## config.mk

```make
export PLATFORM = sky130hd
export DESIGN_NAME = secuenciador_restador
export DESIGN_NICKNAME = d
export VERILOG_FILES = /design/src/rtl/secuenciador_restador.sv
export SDC_FILE = /design/constraint.sdc
export NUM_CORES = 1
export LEC_CHECK = 0
export BUFFER_PORTS_ARGS = -buffer_cell sky130_fd_sc_hd__buf_2
export CELL_PAD_IN_SITES_DETAIL_PLACEMENT = 0
export CELL_PAD_IN_SITES_GLOBAL_PLACEMENT = 1
export CORE_ASPECT_RATIO = 0.9
export CORE_MARGIN = 1.5
export CORE_UTILIZATION = 39
export CTS_BUF_LIST = sky130_fd_sc_hd__clkbuf_16
export CTS_CLUSTER_SIZE = 28
export DETAILED_ROUTE_END_ITERATION = 12
export PLACE_DENSITY = 0.84
export SLEW_MARGIN = 20
export SYNTH_ARGS = -nofsm -noshare
export SYNTH_HDL_FRONTEND = slang
export SYNTH_SLANG_ARGS = --single-unit
```

## constraint.sdc

```tcl
create_clock -name clk -period 2.3 [get_ports clk]
set_input_delay 0 -clock clk [delete_from_list [all_inputs] [get_ports clk]]
set_output_delay 0 -clock clk [all_outputs]
set_load 0.03 [all_outputs]
```

## src/rtl/secuenciador_restador.sv

```systemverilog
// Control stage around restador_circular: serial operand capture, settle wait,
// result latch with valid/ack handshake and a saturating overflow counter.
module secuenciador_restador #(
  parameter int WIDTH  = 4,
  parameter int SETTLE = 1,
  parameter int CNT_W  = 8
) (
  input  logic             clk,
  input  logic             rst_n,
  input  logic             borrar,
  input  logic [WIDTH-1:0] dato_in,
  input  logic             cargar,
  output logic [WIDTH-1:0] op_a,
  output logic [WIDTH-1:0] op_b,
  input  logic [WIDTH-1:0] y_in,
  input  logic             z_in,
  input  logic             n_in,
  input  logic             c_in,
  input  logic             v_in,
  output logic [WIDTH-1:0] res_y,
  output logic [3:0]       res_flags,
  output logic             res_valid,
  input  logic             res_ack,
  output logic             ocupado,
  output logic [CNT_W-1:0] cnt_ovf
);

  typedef enum logic [1:0] {
    ESPERA_A  = 2'd0,
    ESPERA_B  = 2'd1,
    CALCULA   = 2'd2,
    RESULTADO = 2'd3
  } estado_t;

  // The counter runs 0..SETTLE: SETTLE settle cycles plus the latch cycle.
  localparam int SET_W = (SETTLE < 1) ? 1 : $clog2(SETTLE + 1);
  localparam logic [SET_W-1:0] SET_LAST = SET_W'(SETTLE);
  localparam logic [CNT_W-1:0] CNT_MAX  = {CNT_W{1'b1}};

  estado_t          estado_q,    estado_d;
  logic [SET_W-1:0] cuenta_q,    cuenta_d;
  logic [WIDTH-1:0] op_a_q,      op_a_d;
  logic [WIDTH-1:0] op_b_q,      op_b_d;
  logic [WIDTH-1:0] res_y_q,     res_y_d;
  logic [3:0]       res_flags_q, res_flags_d;
  logic             res_valid_q, res_valid_d;
  logic             ocupado_q,   ocupado_d;
  logic [CNT_W-1:0] cnt_ovf_q,   cnt_ovf_d;

  // Next-state and datapath update; borrar overrides every other request.
  always_comb begin
    estado_d    = estado_q;
    cuenta_d    = cuenta_q;
    op_a_d      = op_a_q;
    op_b_d      = op_b_q;
    res_y_d     = res_y_q;
    res_flags_d = res_flags_q;
    res_valid_d = res_valid_q;
    cnt_ovf_d   = cnt_ovf_q;

    if (borrar) begin
      estado_d    = ESPERA_A;
      res_valid_d = 1'b0;
    end else begin
      case (estado_q)
        ESPERA_A: begin
          if (cargar) begin
            op_a_d   = dato_in;
            estado_d = ESPERA_B;
          end else begin
            estado_d = ESPERA_A;
          end
        end
        ESPERA_B: begin
          if (cargar) begin
            op_b_d   = dato_in;
            cuenta_d = {SET_W{1'b0}};
            estado_d = CALCULA;
          end else begin
            estado_d = ESPERA_B;
          end
        end
        CALCULA: begin
          if (cuenta_q == SET_LAST) begin
            res_y_d     = y_in;
            res_flags_d = {z_in, n_in, c_in, v_in};
            res_valid_d = 1'b1;
            estado_d    = RESULTADO;
            if (v_in && (cnt_ovf_q != CNT_MAX)) begin
              cnt_ovf_d = cnt_ovf_q + {{(CNT_W-1){1'b0}}, 1'b1};
            end else begin
              cnt_ovf_d = cnt_ovf_q;
            end
          end else begin
            cuenta_d = cuenta_q + {{(SET_W-1){1'b0}}, 1'b1};
          end
        end
        RESULTADO: begin
          if (res_ack) begin
            res_valid_d = 1'b0;
            estado_d    = ESPERA_A;
          end else begin
            res_valid_d = 1'b1;
          end
        end
        default: begin
          estado_d    = ESPERA_A;
          res_valid_d = 1'b0;
        end
      endcase
    end

    ocupado_d = (estado_d == CALCULA) || (estado_d == RESULTADO);
  end

  // State and output registers.
  always_ff @(posedge clk or negedge rst_n) begin
    if (!rst_n) begin
      estado_q    <= ESPERA_A;
      cuenta_q    <= {SET_W{1'b0}};
      op_a_q      <= {WIDTH{1'b0}};
      op_b_q      <= {WIDTH{1'b0}};
      res_y_q     <= {WIDTH{1'b0}};
      res_flags_q <= 4'b0000;
      res_valid_q <= 1'b0;
      ocupado_q   <= 1'b0;
      cnt_ovf_q   <= {CNT_W{1'b0}};
    end else begin
      estado_q    <= estado_d;
      cuenta_q    <= cuenta_d;
      op_a_q      <= op_a_d;
      op_b_q      <= op_b_d;
      res_y_q     <= res_y_d;
      res_flags_q <= res_flags_d;
      res_valid_q <= res_valid_d;
      ocupado_q   <= ocupado_d;
      cnt_ovf_q   <= cnt_ovf_d;
    end
  end

  assign op_a      = op_a_q;
  assign op_b      = op_b_q;
  assign res_y     = res_y_q;
  assign res_flags = res_flags_q;
  assign res_valid = res_valid_q;
  assign ocupado   = ocupado_q;
  assign cnt_ovf   = cnt_ovf_q;

endmodule

```

==> results of run 1 <==
## power groups by stage
stage | logic, W | clock network, W | registers, W
after CTS | 0.000229 | 0.000597 | 0.000575
after detailed placement | 0.000212 | 0 | 0.000581
after global routing | 0.000245 | 0.000624 | 0.000581
after global placement | 0.000206 | 0 | 0.000579
after floorplan | 0.0000578 | 0 | 0.000657
final | 0.000227 | 0.000583 | 0.000575
## cell families (layout without fill, tap and decap cells)
logic type | after synthesis | count (layout) | synth area share (%)
adder cells (fa/ha/maj) | 6 | 6 | 5.530
AND/OR/NAND/NOR | 31 | 31 | 13.83
flip-flops | 29 | 29 | 53.46
buffers and inverters | 6 | 66 | 2.303
multiplexers | 21 | 21 | 17.42
AO/OA/AOI/OAI | 13 | 13 | 6.821
XOR/XNOR | 1 | 1 | 0.6453
## per-stage QoR
stage	instance area [um^2]	hold WS, ns	cells	util (%)
finish	1869	0.02067	211	55.75
global route	1869	0.02495	211	55.75
detailed placement	1607	0.06591	191	47.91
global placement	1607	0.05114	191	47.91
floorplan	1358	-0.2956	107	-
CTS	1869	0.01267	211	55.75
## worst paths after layout
path	start	end	slack, ns	cells after the start
worst max-delay path	estado_q[0]	cnt_ovf[7]	0.46	5
worst min-delay path	borrar	res_valid	0.02	2
worst max register to register	estado_q[0]	cnt_ovf[7]	0.46	5
worst min register to register	res_y[2]	res_y[2]	0.50	1
max in group asynchronous	rst_n	op_b[3]	1.59	2
min in group asynchronous	rst_n	cnt_ovf[4]	0.29	2
## per-layer routing
layer	track usage, %	part of all wire, %
met1	19.61	44
met2	27.26	49
met3	6.654	6.4
met4	5.357	1.0
met5	0	0
## layout by cell type (no fill, tap or decap), types with 2 or more instances in the layout
cell / n
sky130_fd_sc_hd__nand2_1: 10
sky130_fd_sc_hd__a221oi_1: 2
sky130_fd_sc_hd__clkbuf_16: 5
sky130_fd_sc_hd__nand2b_1: 2
sky130_fd_sc_hd__mux2_1: 4
sky130_fd_sc_hd__nor2b_1: 3
sky130_fd_sc_hd__inv_1: 5
sky130_fd_sc_hd__dfrtp_1: 29
sky130_fd_sc_hd__nor3_1: 6
sky130_fd_sc_hd__o21ai_0: 3
sky130_fd_sc_hd__buf_2: 42
sky130_fd_sc_hd__a21oi_1: 2
sky130_fd_sc_hd__dlygate4sd3_1: 13
sky130_fd_sc_hd__ha_1: 6
sky130_fd_sc_hd__mux2_2: 17
sky130_fd_sc_hd__nand3_1: 3
## registers in the layout, summed over array words and instances, names as in the netlist
| signal | cells |
|---|---|
| res_flags | 4 |
| cuenta_q | 1 |
| cnt_ovf | 8 |
| ocupado | 1 |
| res_y | 4 |
| op_b | 4 |
| op_a | 4 |
| estado_q | 2 |
| res_valid | 1 |
## repair_timing
action                                  4_1_cts  5_1_grt
hold buffers                                 13        0
resized for setup                             0        0
hold endpoints to repair                     45        0
endpoints found under the setup margin        0        0
## area by class of cell
type / instances / area (um^2) / area share, %
Clock inverter: 2 / 7.507 / 0.4016
Multi-Input combinational cell: 72 / 600.6 / 32.13
Sequential cell: 29 / 725.7 / 38.82
Clock buffer: 5 / 125.1 / 6.693
Timing Repair Buffer: 55 / 340.3 / 18.21
Inverter: 4 / 15.01 / 0.8032
Tap cell: 44 / 55.05 / 2.945
==> summary by stage, run 1 <==
Power and ir drop
IR analysis of the VDD net gives a maximum drop of 0.6731 mV. The overall power of the completed layout is 0.001386 W. The net switching power figure is about 0.00036 W.

The share of total power dissipated in sequential elements is 41.5%. The clock network burns 42.1% of the power. In this run the static leakage power is 0.9551 nW.

The total power per unit cell area is 741.4 mW/mm^2. In this run switching power makes up 25.96% of total power. The combinational fraction of design power is between 10% and 20%. The internal power of the cells totals 0.001026 W.

Critical path
For the worst setup path, the data arrival time is 1.99 ns. The highest-delay cell along the critical path is sky130_fd_sc_hd__dfrtp_1. The worst setup path is captured at a flop.

The worst stage delay on the critical path is 0.40 ns. The cell class contributing the biggest share of worst-path delay is simple AND/OR/NAND/NOR gates. The classification of the worst setup path is reg2reg.

The startpoint type of the worst setup path is a flop. The data required time of the critical path is 2.45 ns. The critical path buffer and inverter count is 1.

The critical path goes through inv_1 -> ha_1 -> nand4b_4 -> nor4_2 -> mux2_1. Of all nets on the critical path, the largest fanout is 9.

Logic synthesis
The average footprint of a synthesized cell is between 10 and 15 um^2. Yosys mapped a number of flops with a built-in enable equal to 0. The sequential fraction of the synthesis area is a little over half.

By area the synthesized netlist is led by sky130_fd_sc_hd__dfrtp_1, sky130_fd_sc_hd__mux2_2, sky130_fd_sc_hd__ha_1, sky130_fd_sc_hd__mux2_1, sky130_fd_sc_hd__nand2_1. The flop and latch count out of synthesis is 29. The top cell type by area accounts for 53.46% of the synthesized area. During synthesis, Yosys emitted a total of 0 warnings.

The cell accounting for the most synthesized area is sky130_fd_sc_hd__dfrtp_1. The number of nets handed over by synthesis was 130. In the synthesized netlist the dominant register cell turns out to be sky130_fd_sc_hd__dfrtp_1.

The cell area that synthesis handed to floorplanning was about 0.0014 mm^2. Synthesis handed over a netlist of roughly 110 instances. In the synthesized netlist, the cells that appear most often are sky130_fd_sc_hd__dfrtp_1, sky130_fd_sc_hd__mux2_2, sky130_fd_sc_hd__nand2_1.

The unique cell type count in the Yosys netlist is 29. sky130_fd_sc_hd__dfrtp_1 is the most common cell in the netlist. For this run, asynchronously set or reset flops after synthesis account for 100.0%.

Hold path
The worst hold path belongs to the class in2reg.

Layout
Compared with the post-synthesis result, the final layout area differs by 37.70%. In the final design database the tool counted 190 nets. 0 antenna diodes ended up in the layout. The fraction of layout cells with a size suffix above 1 is 40.72%.

The number of fill cells in the layout is 306.

Placement
The weighted congestion at the end of routability-driven global placement is 0.8079. Buffers placed on the I/O ports in this run total 42. Detailed placement finished with a half-perimeter wire length of 1.933 mm. The minimum setup slack after placement is 0.4572 ns.

GRT
The initial antenna violation count is 0. The largest net degree at the start of global routing is 30. Summed over all layers, the global routing overflow is 0. The via count of the first global-routing pass came to 1077. The wire length of the first global-routing pass is 4.698 mm. Global routing used 16.41% of the available tracks across all layers.

Clocking
The clock network latency to the later pin of the worst-skew pair is 0.27 ns. The clock drives 29 sinks. The cell sitting at the root of the clock tree is a sky130_fd_sc_hd__clkbuf_16. Clock tree synthesis inserted a total of 5 buffers.

The number of buffers inserted to repair setup after CTS is 0. TritonCTS built the clock tree. The clock tree synthesis step divided the H-tree into 2 levels. The clock-pin transition on the worst setup and hold timing paths is 0.05 ns. The deepest clock path buffer count is 2.

STA
Across the routed clock network, the largest skew measured is ~0.008 ns. The final number of hold-violating endpoints is 0. Setup repair after global routing left no endpoint under its margin.

Setup violations remaining at the end of the flow were counted as 0. The final critical path takes up 79.98% of the cycle. The fmax is 0.5436 GHz. The number of pins with negative max-slew slack in the final report was 0. At the pin with the least slew margin, the transition time is 0.6377 ns. The relative max-transition margin is between 50% and 60%. The final setup slack of the worst path is 0.4605 ns. The shortest period the worst path allows is 1.840 ns.

The total negative setup slack is 0 ns.

Detailed routing
The number of vias after detailed routing is around 1100. Dividing the detail-routed via count by the number of cells gives 4.986. After detailed routing, the number of remaining DRC violations is 0.

The count of nets left with antenna violations once routing finished came out at 0. The average wire per cell in the routed design is 13.31 um. The number of optimization iterations in the first detailed-route pass is 4.

The initial detailed-routing violation count is 59. The total wirelength of the detailed-routed design is 2.808 mm.

Die
The initial core utilization is between 40% and 50%. The horizontal die dimension is between 60 and 70 um. 43 I/O pins were placed.

In this run the core area contains 20 standard-cell rows. The overall die area is 0.003844 mm^2. The floorplan step set the die height to 58.97 um. The total area inside the core boundary comes to ~0.0034 mm^2.

Flow run
Max-cap violations in this run came to 0.

Run status
The flow ran to the end, and the final reports show no timing, DRC or antenna violations.
Power figures use the tool's default switching activity.
==> run 2: changes to the inputs <==
--- a/config.mk
+++ b/config.mk
@@ -5,12 +5,13 @@
 export SDC_FILE = /design/constraint.sdc
 export NUM_CORES = 1
 export LEC_CHECK = 0
+export ABC_AREA = 1
 export BUFFER_PORTS_ARGS = -buffer_cell sky130_fd_sc_hd__buf_2
 export CELL_PAD_IN_SITES_DETAIL_PLACEMENT = 0
 export CELL_PAD_IN_SITES_GLOBAL_PLACEMENT = 1
 export CORE_ASPECT_RATIO = 0.9
 export CORE_MARGIN = 1.5
-export CORE_UTILIZATION = 39
+export CORE_UTILIZATION = 36
 export CTS_BUF_LIST = sky130_fd_sc_hd__clkbuf_16
 export CTS_CLUSTER_SIZE = 28
 export DETAILED_ROUTE_END_ITERATION = 12
==> constraint.sdc (replaced) <==
create_clock -name clk -period 1.8 [get_ports clk]
set_input_delay 0 -clock clk [delete_from_list [all_inputs] [get_ports clk]]
set_output_delay 0 -clock clk [all_outputs]
set_load 0.03 [all_outputs]
==> run 2 against run 1 <==
Fmax up 22%. Worst hold slack worse by 0.020 ns. Synthesized area up 2.7%. Die area up 11%. Clock-buffer cell count unchanged. Combinational power up 50%. Synthesized cell count up 58%. First-iteration DRC count up 22%. Wire length up 3.1%. Clock skew down 0.0040 ns. Utilization down 3.9 points. Cell count up 31%. Critical endpoint is now cnt_ovf[1]. Largest cell class unchanged.
==> summary by stage, run 2 <==
Power and ir drop
The internal portion of total power is 0.001330 W (+30%). The total power per unit cell area is 975.3 mW/mm^2 (+32%). The combinational fraction of design power is 18.2% (+1.8 points). The switching part of the total power is 28.95% (+3.0 points). The net switching power figure is 0.0005419 W (+51%). The relative contribution of sequential cells to total power is 40.6% (-0.9 points).

The part of the power in the clock network is 41.2% (-0.9 points). The overall power of the completed layout was 0.001872 W (+35%). The static power due to leakage came to 1.024 nW (+7.3%). The peak supply drop is 0.7141 mV (+6.1%).

Clocking
The deepest clock path buffer count came to 2 (unchanged). The clock network latency to the later pin of the worst-skew pair came to 0.28 ns (about the same). The clock-pin transition on the worst setup and hold timing paths was 0.05 ns (about the same). The number of buffers inserted to repair setup after CTS came to 0 (unchanged). The number of buffers created by CTS is 5 (unchanged).

TritonCTS built the clock tree. The number of gates resized after CTS is 0 (unchanged). The clock tree root driver cell is sky130_fd_sc_hd__clkbuf_16. The clock sink count is 29 (unchanged). The deepest level of the CTS H-tree is 2 (unchanged).

The hold-fix buffer count after cts is 12 (-1).

Layout
The utilization after layout is 51.81% (-3.9 points). The number of diodes added for antenna fixing is 0 (unchanged). The signed area change from the synthesized netlist to the final layout is 37.70% (about the same). The final-stage net count is 253 (+33%). The library cell used most frequently in the layout, excluding fill and tap cells, is sky130_fd_sc_hd__nand2_1. The number of flip-flops under the largest register name was 8 (unchanged).

In the layout the commonest cells are sky130_fd_sc_hd__nand2_1, sky130_fd_sc_hd__buf_2, sky130_fd_sc_hd__dfrtp_1. The fraction of layout cells with a size suffix above 1 was 23.81% (-17 points). The number of fill cells in the layout came to 378 (+24%).

Detailed routing
The post-route antenna net violation count is 0 (unchanged). The number of vias after detailed routing is 1225 (+16%). The total wirelength of the detailed-routed design is 2.895 mm (+3.1%). The average via count per standard cell is 4.422 (-11%). The number of remaining DRC errors is 0 (unchanged). The average wire per cell in the routed design is 10.45 um (-21%). The initial detailed-routing violation count is 72 (+22%).

The number of optimization iterations in the first detailed-route pass was 4 (unchanged).

GRT
The total grt overflow was 0 (unchanged). The largest net degree at the start of global routing was 30 (unchanged). The wire length of the first global-routing pass is 4.664 mm (-0.72%). The initial antenna violation count is 0 (unchanged).

The all-layer global routing usage is 15.74% (-0.67 points). The via count of the first global-routing pass was 1062 (-1.4%).

Logic synthesis
The average footprint of a synthesized cell is 8.248 um^2 (-35%). Sorting the synthesized cells by how often they occur yields sky130_fd_sc_hd__nand2_1, sky130_fd_sc_hd__dfrtp_1, sky130_fd_sc_hd__inv_1. The area fraction of the dominant cell type after synthesis is 52.06% (-1.4 points).

The proportion of register bits with asynchronous set or reset after synthesis came to 100.0% (unchanged). The number of flops mapped to enable cells by yosys is 0 (unchanged). Yosys attributes the largest share of cell area to sky130_fd_sc_hd__dfrtp_1, sky130_fd_sc_hd__nand2_1, sky130_fd_sc_hd__ha_1, sky130_fd_sc_hd__o21ai_0, sky130_fd_sc_hd__inv_1. The flop and latch count out of synthesis is 29 (unchanged). The most used flip-flop cell after synthesis is sky130_fd_sc_hd__dfrtp_1. The unique cell type count in the Yosys netlist came to 20 (-31%).

The sequential fraction of the synthesis area is 52.06% (-1.4 points). The instance count of the mapped netlist was 169 (+58%). The cell accounting for the most synthesized area is sky130_fd_sc_hd__dfrtp_1.

The library cell with the highest instance count after synthesis is sky130_fd_sc_hd__nand2_1. The cell area after synthesis came to 0.001394 mm^2 (+2.7%). The net count of the mapped netlist is 192 (+48%). The count of synthesis-stage warnings from yosys is 0 (unchanged).

Hold path
In this run the most critical hold path is launched from dato_in[3]. The worst hold path belongs to the class in2reg.

STA
The final number of hold-violating endpoints came to 0 (unchanged). The total negative setup slack is 0 ns (unchanged). The relative max-transition margin was 57.39% (-0.092 points). The worst-case hold slack came to 0.0007901 ns (-0.01988 ns). The shortest period the worst path allows is 1.505 ns (-0.3347 ns). The fmax is 0.6645 GHz (+22%). The clock skew came to 0.004119 ns (-0.004012 ns).

The transition at the pin with the smallest max-transition slack came to 0.6391 ns (+0.001383 ns). Setup repair after global routing left no endpoint under its margin. The number of endpoints failing setup at the final stage is 0 (unchanged). The number of pins with negative max-slew slack in the final report is 0 (unchanged). The final setup slack of the worst path is 0.2952 ns (-0.1653 ns). The ratio of final minimum period to clock period is 83.60% (+3.6 points).

Die
The initial core utilization came to 37.62% (-2.9 points). The horizontal die dimension is 68.59 um (+5.2%). The number of primary I/O pins is 43 (unchanged). The overall die area is 0.004255 mm^2 (+11%). The site row count came to 21 (+5.0%).

The placeable core region is 0.003705 mm^2 (+10%). The height of the chip is 62.03 um (+5.2%).

Run status
The run finished with clean final reports.

Critical path
The worst stage delay on the critical path is 0.40 ns (about the same). The data arrival time of the critical path is 1.72 ns (-0.27 ns). The cell seen most often among critical-path stages is sky130_fd_sc_hd__nand2_1. The maximum net fanout on the critical path is 10 (+1).

The element type at the critical path end is a flop. The cell class contributing the biggest share of worst-path delay is simple AND/OR/NAND/NOR gates. The data required time of the critical path came to 2.01 ns (-0.44 ns).

The critical path buffer and inverter count is 2 (+1). The startpoint identified for the worst register-to-register timing path is estado_q[0]. The classification of the worst setup path is reg2reg.

The critical path starts at estado_q[0]. The highest-delay cell along the critical path is sky130_fd_sc_hd__dfrtp_1. The startpoint type of the worst setup path is a flop. The signal on the critical path passes through inv_1 -> ha_1 -> nand3_4 -> nor2_4 -> nand2_4 -> clkinv_4 -> nand2_1 -> nand2_1.

Placement
The total half-perimeter wirelength after legalization and detailed placement is 2.081 mm (+7.7%). The number of input and output port buffers inserted is 42 (unchanged). The minimum setup slack after placement is 0.3073 ns (-0.1499 ns). The weighted congestion at the end of routability-driven global placement came to 0.7993 (-1.1%).

Flow run
The number of maximum-capacitance constraint violations came to 0 (unchanged).
==> run 2: per-stage QoR <==
stage,std cells,area [um^2]
after floorplan,169,1394
after global placement,257,1662
after detailed placement,257,1662
after CTS,277,1919
after global routing,277,1919
final,277,1919
==> run 2: cell families (layout without fill, tap and decap cells) <==
group / count (synthesis) / after routing / share of synthesized area, %
fa+ha+maj: 6 / 6 / 5.386
simple gates: 93 / 93 / 28.10
buf+inv: 19 / 81 / 5.476
compound gates: 19 / 19 / 7.092
flops: 29 / 29 / 52.06
xor+xnor: 3 / 3 / 1.885
==> run 2: routing by layer <==
metal | global-route usage, % | wire (um) | vias to the layer above
li1 | - | - | 643
met5 | 0 | 0 | -
met1 | 21.13 | 1421 | 546
met2 | 21.98 | 1234 | 31
met4 | 6.000 | 44 | 0
met3 | 7.568 | 193 | 5
==> run 2: cell type report <==
cell class	instances	area, um^2	area share (%)
clock buffers	5	125.1	6.519
clock inverters	3	12.51	0.6519
inverters	19	76.32	3.977
multi-input cells	121	591.8	30.83
flip-flops and latches	29	725.7	37.81
well taps	46	57.56	2.999
repair buffers	54	330.3	17.21
==> run 2: final timing paths <==
kind,to,slack [ns],cells after the start
worst max-delay path,cnt_ovf[1],0.30,8
worst min-delay path,op_b[3],0.0008,3
worst max register to register,cnt_ovf[1],0.30,8
worst min register to register,res_flags[3],0.47,2
max in group asynchronous,res_y[0],1.10,2
min in group asynchronous,cnt_ovf[3],0.28,2
==> run 2: tightest hold or removal path: stages <==
cell and delay (ns):
sky130_fd_sc_hd__buf_2 0.09, sky130_fd_sc_hd__inv_1 0.06, sky130_fd_sc_hd__o21ai_0 0.08
==> run 2: power by group through the flow <==
| stage | sequential (W) | combinational (W) | clock (W) |
|---|---|---|---|
| final | 0.000760 | 0.000340 | 0.000771 |
| after global routing | 0.000770 | 0.000377 | 0.000820 |
| after CTS | 0.000761 | 0.000346 | 0.000799 |
| after detailed placement | 0.000771 | 0.000326 | 0 |
| after global placement | 0.000768 | 0.000323 | 0 |
| after floorplan | 0.000894 | 0.0000832 | 0 |
==> run 3: changes to the inputs <==
==> constraint.sdc (replaced) <==
create_clock -name clk -period 1.4 [get_ports clk]
set_input_delay 0 -clock clk [delete_from_list [all_inputs] [get_ports clk]]
set_output_delay 0 -clock clk [all_outputs]
set_load 0.03 [all_outputs]
==> run 3 against run 2 <==
Sequential share of layout area is 1.7 points lower. Fmax is 16% higher. First-iteration DRC count is 26% lower. Total power is 29% higher. Clock-buffer cell count stayed put. Critical path depth stayed put. Sequential cell count stayed put. Utilization is 2.6 points higher. Critical path type unchanged.
==> summary by stage, run 3 (same netlist as run 2, synthesis figures left out) <==
Run status
The flow ran to the end, and the final reports show no timing, DRC or antenna violations.

Detailed routing
The average via count per standard cell is 4.493 (+1.6%). Routed signal wires occupy layers up through met4. The detailed-routing wirelength on met1 came to 1.496 mm (+5.3%). The routed wire length on met2 is 1.431 mm (+16%). The post-route antenna net violation count is 0 (unchanged). The number of remaining DRC errors is 0 (unchanged). The number of optimization iterations in the first detailed-route pass is 4 (unchanged). The initial detailed-routing violation count was 53 (-26%).

The length of routed met3 wiring is 155 um (-20%). The number of vias after detailed routing is 1276 (+4.2%). The total wirelength of the detailed-routed design came to 3.137 mm (+8.4%). The average wire per cell in the routed design was 11.05 um (+5.7%).

STA
The fmax is 0.7733 GHz (+16%). The final number of hold-violating endpoints was 0 (unchanged). The clock skew is 0.003807 ns (-0.0003120 ns).

The transition at the pin with the smallest max-transition slack is 0.6599 ns (+0.02074 ns). The total negative setup slack is 0 ns (unchanged). The ratio of final minimum period to clock period came to 92.37% (+8.8 points). The number of pins with negative max-slew slack in the final report is 0 (unchanged).

Setup repair after global routing left no endpoint under its margin. The relative max-transition margin is 56.01% (-1.4 points). The shortest period the worst path allows is 1.293 ns (-0.2116 ns). The number of endpoints failing setup at the final stage was 0 (unchanged). The worst-case hold slack is 0.003713 ns (+0.002923 ns).

GRT
The initial antenna violation count is 0 (unchanged). The wire length of the first global-routing pass came to 5.133 mm (+10%). The total grt overflow is 0 (unchanged). The all-layer global routing usage is 16.81% (+1.1 points). The largest net degree at the start of global routing is 30 (unchanged). The via count of the first global-routing pass was 1186 (+12%).

Layout
The register cell area after layout is 728.2 um^2 (+0.34%). The area occupied by multi-input gates is 635.6 um^2 (+7.4%). The commonest non-fill, non-tap cell in the layout is sky130_fd_sc_hd__nand2_1. The top cell types in the final layout, fill and taps aside, are sky130_fd_sc_hd__nand2_1, sky130_fd_sc_hd__buf_2, sky130_fd_sc_hd__dfrtp_1.

The area growth from synthesis to layout is 44.52%. The fraction of layout cells with a size suffix above 1 is 29.83% (+6.0 points). The number of flip-flops under the largest register name came to 8 (unchanged). The number of diodes added for antenna fixing is 0 (unchanged). The number of fill cells in the layout is 345 (-8.7%).

The final-stage net count is 261 (+3.2%).

Critical path
The number of cells on the worst reg-to-reg path was 8 (unchanged). STA classifies the critical path endpoint as a flop. The maximum net fanout on the critical path is 6 (-4). The startpoint type of the worst setup path is a flop. The data required time of the critical path came to 1.56 ns (-0.45 ns). The classification of the worst setup path is reg2reg.

The register-to-register setup slack came to 0.11 ns (-0.19 ns). The critical register-to-register path endpoint is cnt_ovf[5]. The highest-delay cell along the critical path is sky130_fd_sc_hd__dfrtp_2.

The worst stage delay on the critical path is 0.38 ns (-0.02 ns). The data arrival time of the critical path is 1.45 ns (-0.27 ns). In this run the worst setup path begins at cnt_ovf[1]. The source of the worst register-to-register timing path is cnt_ovf[1]. Traced cell by cell, the critical path runs through ha_4 -> nand2_2 -> nor2_2 -> nand2_2 -> nand2_4 -> clkinv_4 -> nand2_1 -> nand2_1.

Die
The overall die area is 0.004255 mm^2 (unchanged). The placeable core region is 0.003705 mm^2 (unchanged). The initial core utilization came to 37.62% (unchanged).

The height of the chip is 62.03 um (unchanged). The horizontal die dimension is 68.59 um (unchanged). The number of primary I/O pins is 43 (unchanged).

The site row count is 21 (unchanged).

Hold path
The count of cells along the worst hold path is 3 (unchanged). The capture endpoint of the worst hold path is op_b[0]. The worst min-delay path startpoint is dato_in[0]. The type of the tightest min-delay check is in2reg.

Clocking
The number of buffers created by CTS is 5 (unchanged). The deepest level of the CTS H-tree came to 2 (unchanged). The clock tree root driver cell is sky130_fd_sc_hd__clkbuf_16. The clock-pin transition on the worst setup and hold timing paths came to 0.05 ns (about the same). The clock sink count is 29 (unchanged).

The clock network latency to the later pin of the worst-skew pair is 0.27 ns (about the same). The TritonCTS clock tree is built. The deepest clock path buffer count came to 2 (unchanged).

Power and ir drop
The static power due to leakage is 1.057 nW (+3.2%). The part of the power in the clock network came to 40.6% (-0.6 points). The relative contribution of sequential cells to total power is 40.3% (-0.3 points).

The peak supply drop is 0.6694 mV (-6.3%). The total power per unit cell area was 1199 mW/mm^2 (+23%). The switching part of the total power is 28.85% (-0.10 points). The internal portion of total power was 0.001719 W (+29%). The overall power of the completed layout is 0.002415 W (+29%). The combinational fraction of design power is 19.1% (+0.9 points). The net switching power figure is 0.0006967 W (+29%).

Flow run
The number of maximum-capacitance constraint violations was 0 (unchanged).

Placement
The number of input and output port buffers inserted is 42 (unchanged). The total half-perimeter wirelength after legalization and detailed placement was 2.099 mm (+0.87%). The weighted congestion at the end of routability-driven global placement is 0.7864 (-1.6%).
## run 3: cell count changes in the layout (fill, tap and decap cells not counted), sizes merged
cell | before | now
buf | 42 | 49
clkinv | 4 | 2
inv | 18 | 19
nand2 | 72 | 73
## run 3: per-layer routing
| metal | vias to the layer above | global-route usage, % |
|---|---|---|
| met5 | - | 0 |
| met4 | 0 | 6.857 |
| met3 | 6 | 5.946 |
| met2 | 27 | 26.92 |
| met1 | 578 | 20.82 |
| li1 | 665 | - |
## run 3: area by class of cell
cell class | instances | area share, %
Clock buffer | 5 | 6.211
Clock inverter | 2 | 0.4348
Inverter | 19 | 3.789
Multi-Input combinational cell | 122 | 31.55
Sequential cell | 29 | 36.15
Tap cell | 46 | 2.857
Timing Repair Buffer | 61 | 19.01
## run 3: power by group through the flow
stage          Clock, W  Combinational [W]  Sequential (W)
2_1_floorplan         0           0.000107         0.00115
3_3_place_gp          0           0.000434        0.000984
3_5_place_dp          0           0.000435        0.000985
4_1_cts         0.00100           0.000460        0.000974
5_1_grt         0.00104           0.000509        0.000984
6_report       0.000980           0.000461        0.000974
## run 3: worst max path at each step
| stage | endpoint | slack [ns] |
|---|---|---|
| 3_5_place_dp | res_y[1] | 0.04 |
| 6_report | cnt_ovf[5] | 0.11 |
| 4_1_cts | res_y[1] | 0.02 |
| 3_3_place_gp | cnt_ovf[4] | 0.09 |
| 5_1_grt | cnt_ovf[5] | 0.01 |
| 2_1_floorplan | cnt_ovf[2] | 0.03 |
## run 3: worst max-delay path, delay by kind of cell (launching register included)
family,cells,cell delay (ns)
DFF,1,0.38
and+or+nand+nor,6,0.57
adders and majority gates,1,0.15
buffers and inverters,1,0.08
## run 3: metrics by stage
stage          worst slack [ns]  instances  util [%]  cell area, um^2
3_5_place_dp            0.03800        263     46.13             1709
3_3_place_gp            0.09497        263     46.13             1709
5_1_grt                 0.01155        284     54.37             2014
2_1_floorplan           0.02839        169         -             1396
4_1_cts                 0.01574        282     52.99             1963
6_report                 0.1068        284     54.37             2014
## run 3: what timing repair did
item                                   4_1_cts  5_1_grt
endpoints found under the hold margin       41        0
setup buffers                                0        1
hold buffers                                12        0
gates resized for setup                      0        9
setup endpoints to repair                    0       17
